File: src/rtl/mem_arbiter_pkg.sv
// Shared constants, state encoding and lane helper for the instruction/data
// memory arbiter.
package mem_arbiter_pkg;

  localparam int XLEN         = 64;
  localparam int ILEN         = 32;
  localparam int WD_W         = 8;
  localparam int WATCHDOG_MAX = 255;

  typedef enum logic [1:0] {
    IDLE    = 2'd0,
    BUS_IF  = 2'd1,
    BUS_MEM = 2'd2,
    DROP    = 2'd3
  } arb_state_e;

  // Fetches are 4-byte aligned, so address bit 2 selects the 32-bit half.
  function automatic logic [ILEN-1:0] fetch_lane(input logic [XLEN-1:0] rdata,
                                                 input logic            hi);
    return hi ? rdata[XLEN-1:ILEN] : rdata[ILEN-1:0];
  endfunction

endpackage

File: src/rtl/mem_arbiter_watchdog.sv
// Bus watchdog: counts cycles a request waits for ack; flags a timeout at the
// terminal count unless the ack arrives in that same cycle.
import mem_arbiter_pkg::*;

module bus_watchdog (
  input  logic clk,
  input  logic rst,
  input  logic clear,
  input  logic enable,
  input  logic ack,
  output logic timeout
);

  logic [WD_W-1:0] count;
  logic            at_max;

  assign at_max  = (count == WD_W'(WATCHDOG_MAX));
  assign timeout = enable & ~ack & at_max;

  always_ff @(posedge clk or posedge rst) begin
    if (rst) begin
      count <= '0;
    end else if (clear) begin
      count <= '0;
    end else if (enable && !ack && !at_max) begin
      count <= count + 1'b1;
    end
  end

endmodule

File: src/rtl/mem_arbiter.sv
// Arbitrates a single shared memory port between instruction fetch and data
// accesses, one outstanding transaction at a time, with a watchdog timeout.
import mem_arbiter_pkg::*;

// state   | meaning
// IDLE    | no transaction outstanding, may grant
// BUS_IF  | fetch on the bus, waiting for ack
// BUS_MEM | load/store on the bus, waiting for ack
// DROP    | flushed fetch still on the bus, ack is discarded
module mem_arbiter (
  input  logic            clk,
  input  logic            rst,
  input  logic            if_req,
  input  logic [XLEN-1:0] if_addr,
  input  logic            if_flush,
  output logic            if_ready,
  output logic [ILEN-1:0] if_rdata,
  input  logic            mem_req,
  input  logic            mem_we,
  input  logic [XLEN-1:0] mem_addr,
  input  logic [XLEN-1:0] mem_wdata,
  input  logic [7:0]      mem_wmask,
  output logic            mem_ready,
  output logic [XLEN-1:0] mem_rdata,
  output logic            bus_valid,
  output logic            bus_we,
  output logic [XLEN-1:0] bus_addr,
  output logic [XLEN-1:0] bus_wdata,
  output logic [7:0]      bus_wmask,
  input  logic            bus_ack,
  input  logic [XLEN-1:0] bus_rdata,
  output logic            stall_if,
  output logic            stall_mem,
  output logic            bus_err
);

  arb_state_e state;
  logic       grant_mem;
  logic       grant_if;
  logic       timeout;

  // A requester whose ready is pulsing still holds req this cycle; it must not
  // be granted again.
  assign grant_mem = (state == IDLE) & mem_req & ~mem_ready;
  assign grant_if  = (state == IDLE) & ~grant_mem & if_req & ~if_flush & ~if_ready;

  assign stall_if  = if_req & ~if_ready;
  assign stall_mem = mem_req & ~mem_ready;

  bus_watchdog u_watchdog (
    .clk     (clk),
    .rst     (rst),
    .clear   (grant_mem | grant_if),
    .enable  (bus_valid),
    .ack     (bus_ack),
    .timeout (timeout)
  );

  always_ff @(posedge clk or posedge rst) begin
    if (rst) begin
      state     <= IDLE;
      bus_valid <= 1'b0;
      bus_we    <= 1'b0;
      bus_addr  <= '0;
      bus_wdata <= '0;
      bus_wmask <= '0;
      if_ready  <= 1'b0;
      if_rdata  <= '0;
      mem_ready <= 1'b0;
      mem_rdata <= '0;
      bus_err   <= 1'b0;
    end else begin
      if_ready  <= 1'b0;
      mem_ready <= 1'b0;
      bus_err   <= 1'b0;
      case (state)
        IDLE: begin
          if (grant_mem) begin
            bus_valid <= 1'b1;
            bus_we    <= mem_we;
            bus_addr  <= mem_addr;
            bus_wdata <= mem_wdata;
            bus_wmask <= mem_wmask;
            state     <= BUS_MEM;
          end else if (grant_if) begin
            bus_valid <= 1'b1;
            bus_we    <= 1'b0;
            bus_addr  <= if_addr;
            bus_wdata <= '0;
            bus_wmask <= '0;
            state     <= BUS_IF;
          end
        end
        BUS_IF: begin
          if (if_flush) begin
            // A redirect cancels delivery even if the ack lands this cycle.
            if (bus_ack || timeout) begin
              bus_valid <= 1'b0;
              bus_err   <= timeout;
              state     <= IDLE;
            end else begin
              state <= DROP;
            end
          end else if (bus_ack) begin
            bus_valid <= 1'b0;
            if_ready  <= 1'b1;
            if_rdata  <= fetch_lane(bus_rdata, bus_addr[2]);
            state     <= IDLE;
          end else if (timeout) begin
            bus_valid <= 1'b0;
            bus_err   <= 1'b1;
            if_ready  <= 1'b1;
            if_rdata  <= '0;
            state     <= IDLE;
          end
        end
        BUS_MEM: begin
          if (bus_ack) begin
            bus_valid <= 1'b0;
            mem_ready <= 1'b1;
            mem_rdata <= bus_we ? '0 : bus_rdata;
            state     <= IDLE;
          end else if (timeout) begin
            bus_valid <= 1'b0;
            bus_err   <= 1'b1;
            mem_ready <= 1'b1;
            mem_rdata <= '0;
            state     <= IDLE;
          end
        end
        DROP: begin
          if (bus_ack || timeout) begin
            bus_valid <= 1'b0;
            bus_err   <= timeout;
            state     <= IDLE;
          end
        end
        default: begin
          bus_valid <= 1'b0;
          state     <= IDLE;
        end
      endcase
    end
  end

endmodule
File: config.mk
export PLATFORM = sky130hd
export DESIGN_NAME = mem_arbiter
export DESIGN_NICKNAME = d
export VERILOG_FILES = /design/src/rtl/mem_arbiter_pkg.sv /design/src/rtl/mem_arbiter_watchdog.sv /design/src/rtl/mem_arbiter.sv
export SDC_FILE = /design/constraint.sdc
export NUM_CORES = 1
export LEC_CHECK = 0
export CAP_MARGIN = 10
export CELL_PAD_IN_SITES_DETAIL_PLACEMENT = 2
export CELL_PAD_IN_SITES_GLOBAL_PLACEMENT = 2
export CORE_MARGIN = 4
export CORE_UTILIZATION = 24
export CTS_BUF_LIST = sky130_fd_sc_hd__clkbuf_16
export DETAILED_ROUTE_END_ITERATION = 7
export PLACE_DENSITY = 0.79
export SLEW_MARGIN = 20
export SYNTH_ARGS = -nofsm -noshare
export SYNTH_HDL_FRONTEND = slang
export SYNTH_SLANG_ARGS = --single-unit
File: constraint.sdc
create_clock -name clk -period 11.8 [get_ports clk]
set_clock_uncertainty 0.15 [all_clocks]
set_input_delay 3.54 -clock clk [delete_from_list [all_inputs] [get_ports clk]]
set_output_delay 3.54 -clock clk [all_outputs]
set_load 0.01 [all_outputs]
Word level (Yosys, flattened, before mapping) --
Cells that the tools add are included.
Storage, ports and cells: register bits after elaboration 247, input bits 271, output and inout port bits 239
Cells by class: add/sub/neg operators 1, equality and inequality tests 6, muxes and demuxes 40, bitwise operators 16, reductions and logical operators 13
Operators by type and width (count):
- $mux W64 | 7
- $mux W32 | 3
- $mux W8 | 4
- $mux W1 | 16
- $mux W2 | 7
- $and A1 B1 Y1 | 10
- $add A8 B1 Y8 const B | 1
- $eq A8 B8 Y1 const B | 1
- $pmux W2 S4 | 1
- $reduce_and A2 Y1 | 3
- $reduce_bool A2 Y1 | 3
- $not A1 Y1 | 5
- $eq A2 B2 Y1 const B | 2
- $pmux W1 S4 | 1
- $ne A3 B3 Y1 const B | 1
- $pmux W1 S3 | 1
- $reduce_and A3 Y1 | 1
- $eq A2 B1 Y1 const B | 1
- $logic_and A1 B1 Y1 | 2
- $logic_not A1 Y1 | 2
- $logic_not A2 Y1 | 1
- $ne A2 B2 Y1 const B | 1
- $logic_or A1 B1 Y1 | 1
- $or A1 B1 Y1 | 1

Logic depth before layout (Yosys ltp) --
Gate-level depths: netlist of the first run.
depth in word-level cells 11, mapped depth 8, mapped depth without buffers 5

Modules after synthesis --
From an unflattened synthesis of the first run, not the netlist that was laid out.
Second synthesis, totals: cells, all modules 1173, area, all modules 11370.9 sq um
Modules (own cells, without submodules):
- mem_arbiter | instances 1, cells an instance 1122, area each 10841.6 sq um, sequential area each 5980.7 sq um
- bus_watchdog | instances 1, cells an instance 51, area each 529.3 sq um, sequential area each 200.2 sq um

Worst setup path after synthesis of the first run --
OpenSTA, ideal clock, no wires.
path kind in2out, start point input if_req, end point output stall_if, data arrival time 3770 ps, data required time 8110 ps, slack 4340 ps, stages on the path 1, path buffers 0, cell sequence nor2b_1
On the way: word-level cells in the longest chain between the ends 1
Ends and longest elaborated chain:
- start: declaration | line mem_arbiter.sv:13 | input logic if_req,
- $and A1 B1 Y1 | line mem_arbiter.sv:47 | assign stall_if = if_req & ~if_ready;
- end: declaration | line mem_arbiter.sv:32 | output logic stall_if,
No other way between the ends.

Worst setup path after layout of the first run --
start point input mem_req, end point output stall_mem
On the way: word-level cells in the longest chain between the ends 1
Ends and longest elaborated chain:
- start: declaration | line mem_arbiter.sv:18 | input logic mem_req,
- $and A1 B1 Y1 | line mem_arbiter.sv:48 | assign stall_mem = mem_req & ~mem_ready;
- end: declaration | line mem_arbiter.sv:33 | output logic stall_mem,
No other way between the ends.

==> results of run 1 <==
## path summary, 6_finish.rpt
check                             startpoint            end  slack [ns]  depth (start not counted)
worst max-delay path                 mem_req      stall_mem        3.21                          4
worst min-delay path            bus_addr[37]   bus_addr[37]        0.33                          2
worst max register to register     mem_ready   bus_addr[52]        8.88                          5
worst min register to register  bus_addr[37]   bus_addr[37]        0.33                          2
max in group asynchronous                rst  bus_wdata[62]        6.82                          3
min in group asynchronous                rst    bus_addr[4]        3.35                          2
## power breakdown
part	total, W	switching, W	internal (W)
registers	0.00147	0.000238	0.00123
clock network	0.000916	0.000378	0.000538
logic	0.00187	0.000836	0.00103
## metrics by stage
stage	hold WS, ns	std cells	total power [W]
2_1_floorplan	0.352	764	0.00221
3_3_place_gp	0.313	1752	0.00330
3_5_place_dp	0.320	1752	0.00336
4_1_cts	0.334	1808	0.00433
5_1_grt	0.360	1809	0.00450
6_report	0.328	1810	0.00425
## registers in the layout (all words and copies together) (netlist names)
register,flops
bus_addr,64
bus_wdata,64
mem_rdata,64
if_rdata,32
bus_wmask,8
u_watchdog.count,8
state,2
bus_err,1
bus_valid,1
bus_we,1
if_ready,1
mem_ready,1
## metal layers
metal  part of all wire [%]  global-route usage [%]
met1                     38                    21.3
met4                    2.9                    5.32
met2                     52                    33.0
met5                  0.065                       0
met3                    7.2                    5.20
## worst max-delay path: cells and delay by family
kind	cells	cell delay, ns
buffers and inverters	3	1.25
AND/OR/NAND/NOR	1	0.12
## cell families after synthesis
kind of cell	count (synthesis)
XOR/XNOR	3
AND/OR/NAND/NOR	95
adder cells (fa/ha/maj)	1
AO/OA/AOI/OAI	251
buffers and inverters	70
multiplexers	97
flip-flops	247
## Yosys cell counts, drive strengths merged
cell     number
dfrtp       247
a22o        137
mux2i        97
nand2        70
o21ai        70
buf          38
o2bb2ai      32
clkbuf       24
inv           8
nor2          5
a21oi         4
nand3         4
nor3          3
o211ai        3
o31ai         3
xor2          3
and3          2
nor2b         2
or3           2
or4           2
ha            1
nand2b        1
nand4         1
nor3b         1
nor4          1
nor4b         1
o21a          1
o21bai        1
## cell type report
cell class                      instances  share of cell area (%)
Sequential cell                       247                    37.6
Clock inverter                         25                    1.17
Inverter                                8                   0.229
Antenna cell                            2                  0.0305
Multi-Input combinational cell        447                    20.6
Clock buffer                           31                    4.72
Timing Repair Buffer                  518                    31.6
Tap cell                              532                    4.05
==> flow_summary.yaml, run 1 <==
cts:
  cts-root-buf: "clkbuf_16"
  ctsLongestPathBuffers: 3
  insertion_delay_ns: 0.55
  tritoncts: "yes"
  ctsResizeCount: 0
  clk_pin_slew_worst_paths_ns: 0.06
  cts_sinks: 247
  post_cts_buffers: 0
  cts_hold_buf: 0
  numCtsBuffers: 30
  cts_htree_levels: 1
synth:
  synth_top_area_cell: "dfrtp_1"
  yosys_warnings: 0
  syn_nets: 1036
  ys_types: 34
  synth_top_area_share_pct: 62.5
  synth_compound_gate_area_share_pct: 19.5
  seq_area_frac_synth_pct: 62.5
  syn_inst: 764
  yosys-top-cells-area: "dfrtp_1 63%, a22o_1 12%, mux2i_1 9.8%"
  synth-simple-area-share_pct: 4.24
  synth_fa_ha_area_share_pct: 0.127
  syn_area_mm2: 0.00989
  syn_area_per_cell_um2: 12.9
  synth-xor-area-share_pct: 0.266
  synth_top_family_by_area: "compound AO/OA/AOI/OAI gates"
  synthMuxAreaShare_pct: 9.82
  synth-seq-cells: 247
drt:
  vias: 8512
  firstDrtPassIters: 5
  drc: 0
  ant_nets: 0
  routed_wl_um: 42800
  vias_per_cell: 4.70
  avgRoutedWirePerCell_um: 23.6
  drt-initial-drc-count: 446
floorplanning:
  die_w_um: 211
  die_h_um: 211
  rows: 74
  pin_count: 510
  core_area_mm2: 0.0407
  die_area_mm2: 0.0445
  initial_utilization_pct: 24.3
global_routing:
  grt_max_degree: 141
  grt_use_total_pct: 18.3
  grt_pass1_wl_um: 63300
  grt_pass1_vias: 9702
  antenna_found_initial: 4
  overflow: 0
final_layout:
  layout_commonest_cell: "clkdlybuf4s50_1"
  register_area_mm2: 0.00618
  syn_to_final_growth_pct: 66.1
  multiInputGateArea_mm2: 0.00338
  design_area_mm2: 0.0164
  final_nets: 1524
  drive_gt1_share_pct: 4.78
  final_util_pct: 40.3
  num-fill-cells: 4224
  final_cell_mix: "509 x clkdlybuf4s50_1, 246 x dfrtp_1, 137 x a22o_1"
timing:
  hold_viol_final: 0
  fin_crit_ns: 8.59
  slew_viol_final: 0
  finalSetupTns_ns: 0
  worstMarginPinSlew_ns: 1.01
  fmax_mhz: 116
  post-route-worst-setup-slack_ns: 3.21
  period_share_pct: 72.8
  rsz0062_at_grt: "false"
  setup_violations: 0
  relSlewSlack_pct: 32.9
placement:
  io_buffers: 509
  place_ws_ns: 3.22
  placed_area_mm2: 0.0155
  place_hpwl_um: 30200
  gp_congestion: 0.808
worst_setup_path:
  crit_path_frequent_cell: "clkdlybuf4s50_1"
  worst_setup_path_start_kind: "primary input"
  cp.arrival_ns: 4.90
  worstPathRequired_ns: 8.11
  critPathSlowestCell: "clkdlybuf4s50_1"
  worstPathMaxFanout: 4
  cpPeakStageDelay_ns: 0.58
  path_cells: "clkdlybuf4s50_1, nand2b_1, inv_1, clkdlybuf4s50_1"
  crit_path_end_kind: "primary output"
  crit_type: "in2out"
power_and_ir_drop:
  leakage_nw: 6.96
  pwr_density_cell_mw_per_mm2: 259
  peakVddDrop_uv: 128
run_status:
  status: "finished, final reports clean"
run:
  drv_cap: 0
min_path:
  hp-class: "reg2reg"
No activity file was read; power rests on OpenSTA's default activity.
==> inputs of run 2 (changes only) <==
Settings changed: CORE_UTILIZATION 24 to 22, PLACE_DENSITY 0.79 to 0.76.
Clock period 11.8 ns to 6.9 ns, I/O delays scaled along.
==> run 2 against run 1 <==
Effect of this change:
- cell area grew 1.3%
- highest routed layer unchanged
- critical endpoint unchanged
- clock power grew 81%
- worst setup slack lost 2.0 ns
==> flow_summary.yaml, run 2 (synthesis results as in run 1) <==
run_status:
  status: "finished, final reports clean"
timing:
  worstMarginPinSlew_ns: 0.953
  fin_crit_ns: 5.66
  rsz0062_at_grt: "false"
  period_share_pct: 82.1
  whs_ns: 0.331
  hold_viol_final: 0
  relSlewSlack_pct: 36.3
  fmax_mhz: 177
  slew_viol_final: 0
  finalSetupTns_ns: 0
  setup_violations: 0
cts:
  ctsResizeCount: 0
  post_cts_buffers: 0
  cts-root-buf: "clkbuf_16"
  cts_sinks: 247
  ctsLongestPathBuffers: 3
  insertion_delay_ns: 0.52
  clk_pin_slew_worst_paths_ns: 0.05
  numCtsBuffers: 34
  tritoncts: "yes"
  cts_hold_buf: 0
  cts_htree_levels: 2
global_routing:
  overflow: 0
  grt_pass1_wl_um: 63300
  antenna_found_initial: 5
  grt_pass1_vias: 9935
  grt_use_total_pct: 17.1
  grt_max_degree: 135
min_path:
  hp-start: "bus_addr[40]"
  hp-class: "reg2reg"
  holdPathEnd: "bus_addr[40]"
  whs_path_depth: 2
drt:
  avgRoutedWirePerCell_um: 22.8
  met2_wirelength_um: 22200
  drt-initial-drc-count: 386
  wl_met3_um: 3140
  vias_per_cell: 4.58
  highest_layer: "met5"
  ant_nets: 0
  drc: 0
  wl_met1_um: 16200
  vias: 8599
  routed_wl_um: 42800
  firstDrtPassIters: 4
power_and_ir_drop:
  peakVddDrop_uv: 186
  leakage_nw: 7.03
  p_comb_share_pct: 43.5
  p_sw_w: 0.00250
  power_frac_seq_pct: 34.1
  switching_share_pct: 33.9
  p_clk_share_pct: 22.5
  p_int_w: 0.00487
  pwr_density_cell_mw_per_mm2: 443
floorplanning:
  initial_utilization_pct: 22.3
  die_w_um: 220
  pin_count: 510
  core_area_mm2: 0.0443
  die_area_mm2: 0.0484
  rows: 77
  die_h_um: 220
placement:
  io_buffers: 509
  placedCellCount: 1816
  placed_area_mm2: 0.0156
  gp_congestion: 0.766
  place_hpwl_um: 31400
worst_setup_path:
  rr_worst_depth: 6
  reg2reg_from: "u_watchdog.count[0]"
  worstPathRequired_ns: 4.68
  path_cells: "clkdlybuf4s50_1, nand2b_1, inv_1, clkdlybuf4s50_1"
  worst_setup_path_start_kind: "primary input"
  cpPeakStageDelay_ns: 0.59
  crit_type: "in2out"
  critPathSlowestCell: "clkdlybuf4s50_1"
  worst_path_dominant_cell_family: "buffers and inverters"
  crit_path_frequent_cell: "clkdlybuf4s50_1"
  r2r_slack_ns: 4.12
  reg2reg_to: "mem_rdata[45]"
  crit_buf_inv: 3
  crit_path_end_kind: "primary output"
  cp.arrival_ns: 3.44
  worstPathMaxFanout: 4
final_layout:
  syn_to_final_growth_pct: 68.3
  fin_cells: 1879
  largestRegisters: "bus_addr (64), bus_wdata (64), mem_rdata (64)"
  final_cell_mix: "509 x clkdlybuf4s50_1, 246 x dfrtp_1, 137 x a22o_1"
  multiInputGateArea_mm2: 0.00338
  register_area_mm2: 0.00618
  design_area_mm2: 0.0166
  num-fill-cells: 4606
  drive_gt1_share_pct: 5.06
  layout_commonest_cell: "clkdlybuf4s50_1"
  final_nets: 1532
run:
  drv_cap: 0
==> run 2: stage by stage <==
| stage | utilization (%) | setup WS [ns] | power (W) |
|---|---|---|---|
| 4_1_cts | 37.5 | 1.23 | 0.00753 |
| 3_3_place_gp | 35.2 | 1.26 | 0.00565 |
| 3_5_place_dp | 35.2 | 1.23 | 0.00578 |
| 2_1_floorplan | - | 1.43 | 0.00378 |
| 5_1_grt | 37.5 | 1.18 | 0.00782 |
| 6_report | 37.5 | 1.24 | 0.00737 |
==> run 2: worst register-to-register path, cell delays in order, from the launching register on <==
cell and delay, ns:
dfrtp_1 0.38, ha_1 0.23, nand3_1 0.23, o31ai_4 0.31, nand3_2 0.53, buf_4 0.52
a22o_1 0.32
==> run 2: layout make-up <==
class / count / share of cell area [%]
Clock inverter: 24 / 0.774
Tap cell: 592 / 4.45
Inverter: 8 / 0.203
Sequential cell: 247 / 37.2
Multi-Input combinational cell: 447 / 20.3
Timing Repair Buffer: 522 / 31.5
Antenna cell: 2 / 0.0301
Clock buffer: 37 / 5.56
==> run 2: worst max-delay path by stage <==
stage                       start     endpoint  slack, ns  cells past startpoint
after floorplan               rst  bus_addr[0]       1.43                      1
after global placement    mem_req    stall_mem       1.26                      4
after detailed placement  mem_req    stall_mem       1.23                      4
after CTS                 mem_req    stall_mem       1.23                      4
after global routing      mem_req    stall_mem       1.18                      4
final                     mem_req    stall_mem       1.24                      4
==> run 2: power groups by stage <==
stage	Clock [W]	Sequential, W	Combinational (W)
finish	0.00166	0.00251	0.00320
floorplan	0	0.00276	0.00102
CTS	0.00173	0.00252	0.00328
global placement	0	0.00248	0.00317
detailed placement	0	0.00252	0.00326
global route	0.00179	0.00260	0.00343
==> run 2: routing by layer <==
| layer | vias to the layer above | GRT usage [%] |
|---|---|---|
| met2 | 272 | 30.6 |
| met4 | 6 | 5.69 |
| met3 | 69 | 5.28 |
| li1 | 3815 | - |
| met5 | - | 0 |
| met1 | 4437 | 19.4 |
==> inputs of run 3 (changes only) <==
Clock period 6.9 ns to 5.18 ns, I/O delays scaled along.
==> run 3 against run 2 <==
Effect of this change:
- sequential power rose by 33%
- critical endpoint unchanged
- clock-buffer cell count decreased by 6
- worst setup slack worse by 0.69 ns
- die area did not move
- first-iteration DRC count decreased by 8.0%
- clock power is 22% higher
- total power rose by 31%
- critical path type unchanged
- sequential share of layout area rose by 0.30 points
==> flow_summary.yaml, run 3 (synthesis results as in run 1) <==
min_path:
  hp-class: "reg2reg"
  holdPathEnd: "bus_addr[25]"
  hp-start: "bus_addr[25]"
  whs_path_depth: 2
cts:
  insertion_delay_ns: 0.56
  ctsResizeCount: 0
  clk_pin_slew_worst_paths_ns: 0.05
  ctsLongestPathBuffers: 3
  tritoncts: "yes"
  cts_sinks: 247
  cts_htree_levels: 1
  cts_hold_buf: 0
  cts-root-buf: "clkbuf_16"
  numCtsBuffers: 31
  post_cts_buffers: 0
worst_setup_path:
  crit_path_frequent_cell: "clkdlybuf4s50_1"
  cpPeakStageDelay_ns: 0.58
  rr_worst_depth: 6
  critPathSlowestCell: "clkdlybuf4s50_1"
  path_cells: "clkdlybuf4s50_1, nand2b_1, inv_1, clkdlybuf4s50_1"
  worst_path_dominant_cell_family: "buffers and inverters"
  crit_type: "in2out"
  crit_path_end_kind: "primary output"
  crit_buf_inv: 3
  worstPathMaxFanout: 4
  reg2reg_to: "mem_rdata[5]"
  reg2reg_from: "u_watchdog.count[0]"
  r2r_slack_ns: 2.44
  cp.arrival_ns: 2.93
  worst_setup_path_start_kind: "primary input"
  worstPathRequired_ns: 3.48
power_and_ir_drop:
  peakVddDrop_uv: 342
  power.total_w: 0.00964
  pwr_density_cell_mw_per_mm2: 584
  leakage_nw: 6.98
floorplanning:
  initial_utilization_pct: 22.3
  core_area_mm2: 0.0443
  pin_count: 510
  die_area_mm2: 0.0484
  die_w_um: 220
  rows: 77
  die_h_um: 220
timing:
  fmax_mhz: 216
  setup_violations: 0
  period_share_pct: 89.5
  slew_viol_final: 0
  relSlewSlack_pct: 35.2
  worstMarginPinSlew_ns: 0.968
  rsz0062_at_grt: "false"
  finalSetupTns_ns: 0
  hold_viol_final: 0
  fin_crit_ns: 4.64
drt:
  routed_wl_um: 42700
  drc: 0
  avgRoutedWirePerCell_um: 22.8
  vias: 8531
  drt-initial-drc-count: 355
  vias_per_cell: 4.56
  firstDrtPassIters: 5
  ant_nets: 0
final_layout:
  largestRegisters: "bus_addr (64), bus_wdata (64), mem_rdata (64)"
  final_cell_mix: "509 x clkdlybuf4s50_1, 246 x dfrtp_1, 137 x a22o_1"
  drive_gt1_share_pct: 4.78
  syn_to_final_growth_pct: 67.0
  layout_commonest_cell: "clkdlybuf4s50_1"
  final_nets: 1527
global_routing:
  grt_max_degree: 135
  overflow: 0
  grt_pass1_wl_um: 63000
  grt_pass1_vias: 9695
  antenna_found_initial: 3
  grt_use_total_pct: 16.8
run:
  drv_cap: 0
run_status:
  status: "finished, final reports clean"
placement:
  gp_congestion: 0.784
  place_hpwl_um: 30800
  io_buffers: 509
-- run 3: cell types whose count changed in the layout (fill, tap and decap cells not counted), sizes merged --
cell and delta:
clkbuf -6, inv +2, bufinv +1, diode -1, buf -2, clkinv -2
clkinvlp -1
-- run 3: layout make-up --
| class | count | area [um^2] |
|---|---|---|
| Timing Repair Buffer | 520 | 5230 |
| Antenna cell | 1 | 2.50 |
| Fill cell | 4657 | 27800 |
| Sequential cell | 247 | 6180 |
| Inverter | 8 | 33.8 |
| Multi-Input combinational cell | 447 | 3380 |
| Tap cell | 592 | 741 |
| Clock buffer | 31 | 776 |
| Clock inverter | 24 | 164 |
-- run 3: per-stage QoR --
step,util (%),cells,hold slack (ns),worst slack [ns],area [um^2]
2_1_floorplan,-,764,0.352,0.230,9890
3_3_place_gp,35.1,1814,0.314,0.583,15600
3_5_place_dp,35.1,1814,0.320,0.526,15600
4_1_cts,37.2,1869,0.333,0.525,16500
5_1_grt,37.2,1870,0.360,0.478,16500
6_report,37.2,1870,0.329,0.542,16500
-- run 3: metal layers --
layer | vias to the layer above | track usage, % | part of all wire [%]
met3 | 77 | 4.88 | 7.2
met5 | - | 0 | 0.059
met4 | 4 | 5.23 | 3.0
li1 | 3800 | - | -
met1 | 4360 | 19.3 | 38
met2 | 290 | 30.2 | 51
-- run 3: worst reg2reg max path: cells and delay by family, from the launching register on --
kind                       cells  cell delay (ns)
AOI/OAI and AO/OA              2             0.70
adders and majority gates      1             0.24
buffers and inverters          1             0.47
DFF                            1             0.39
and+or+nand+nor                2             0.67
-- run 3: report_power, final --
part           internal [W]  switching [W]  total (W)
combinational       0.00236        0.00191    0.00427
clock               0.00118       0.000851    0.00203
sequential          0.00280       0.000543    0.00334
-- run 3: worst max-delay path by stage --
stage / start / endpoint / cells past startpoint
finish: mem_req / stall_mem / 4
global route: mem_req / stall_mem / 4
CTS: mem_req / stall_mem / 4
detailed placement: mem_req / stall_mem / 4
global placement: mem_req / stall_mem / 4
floorplan: rst / bus_addr[0] / 1
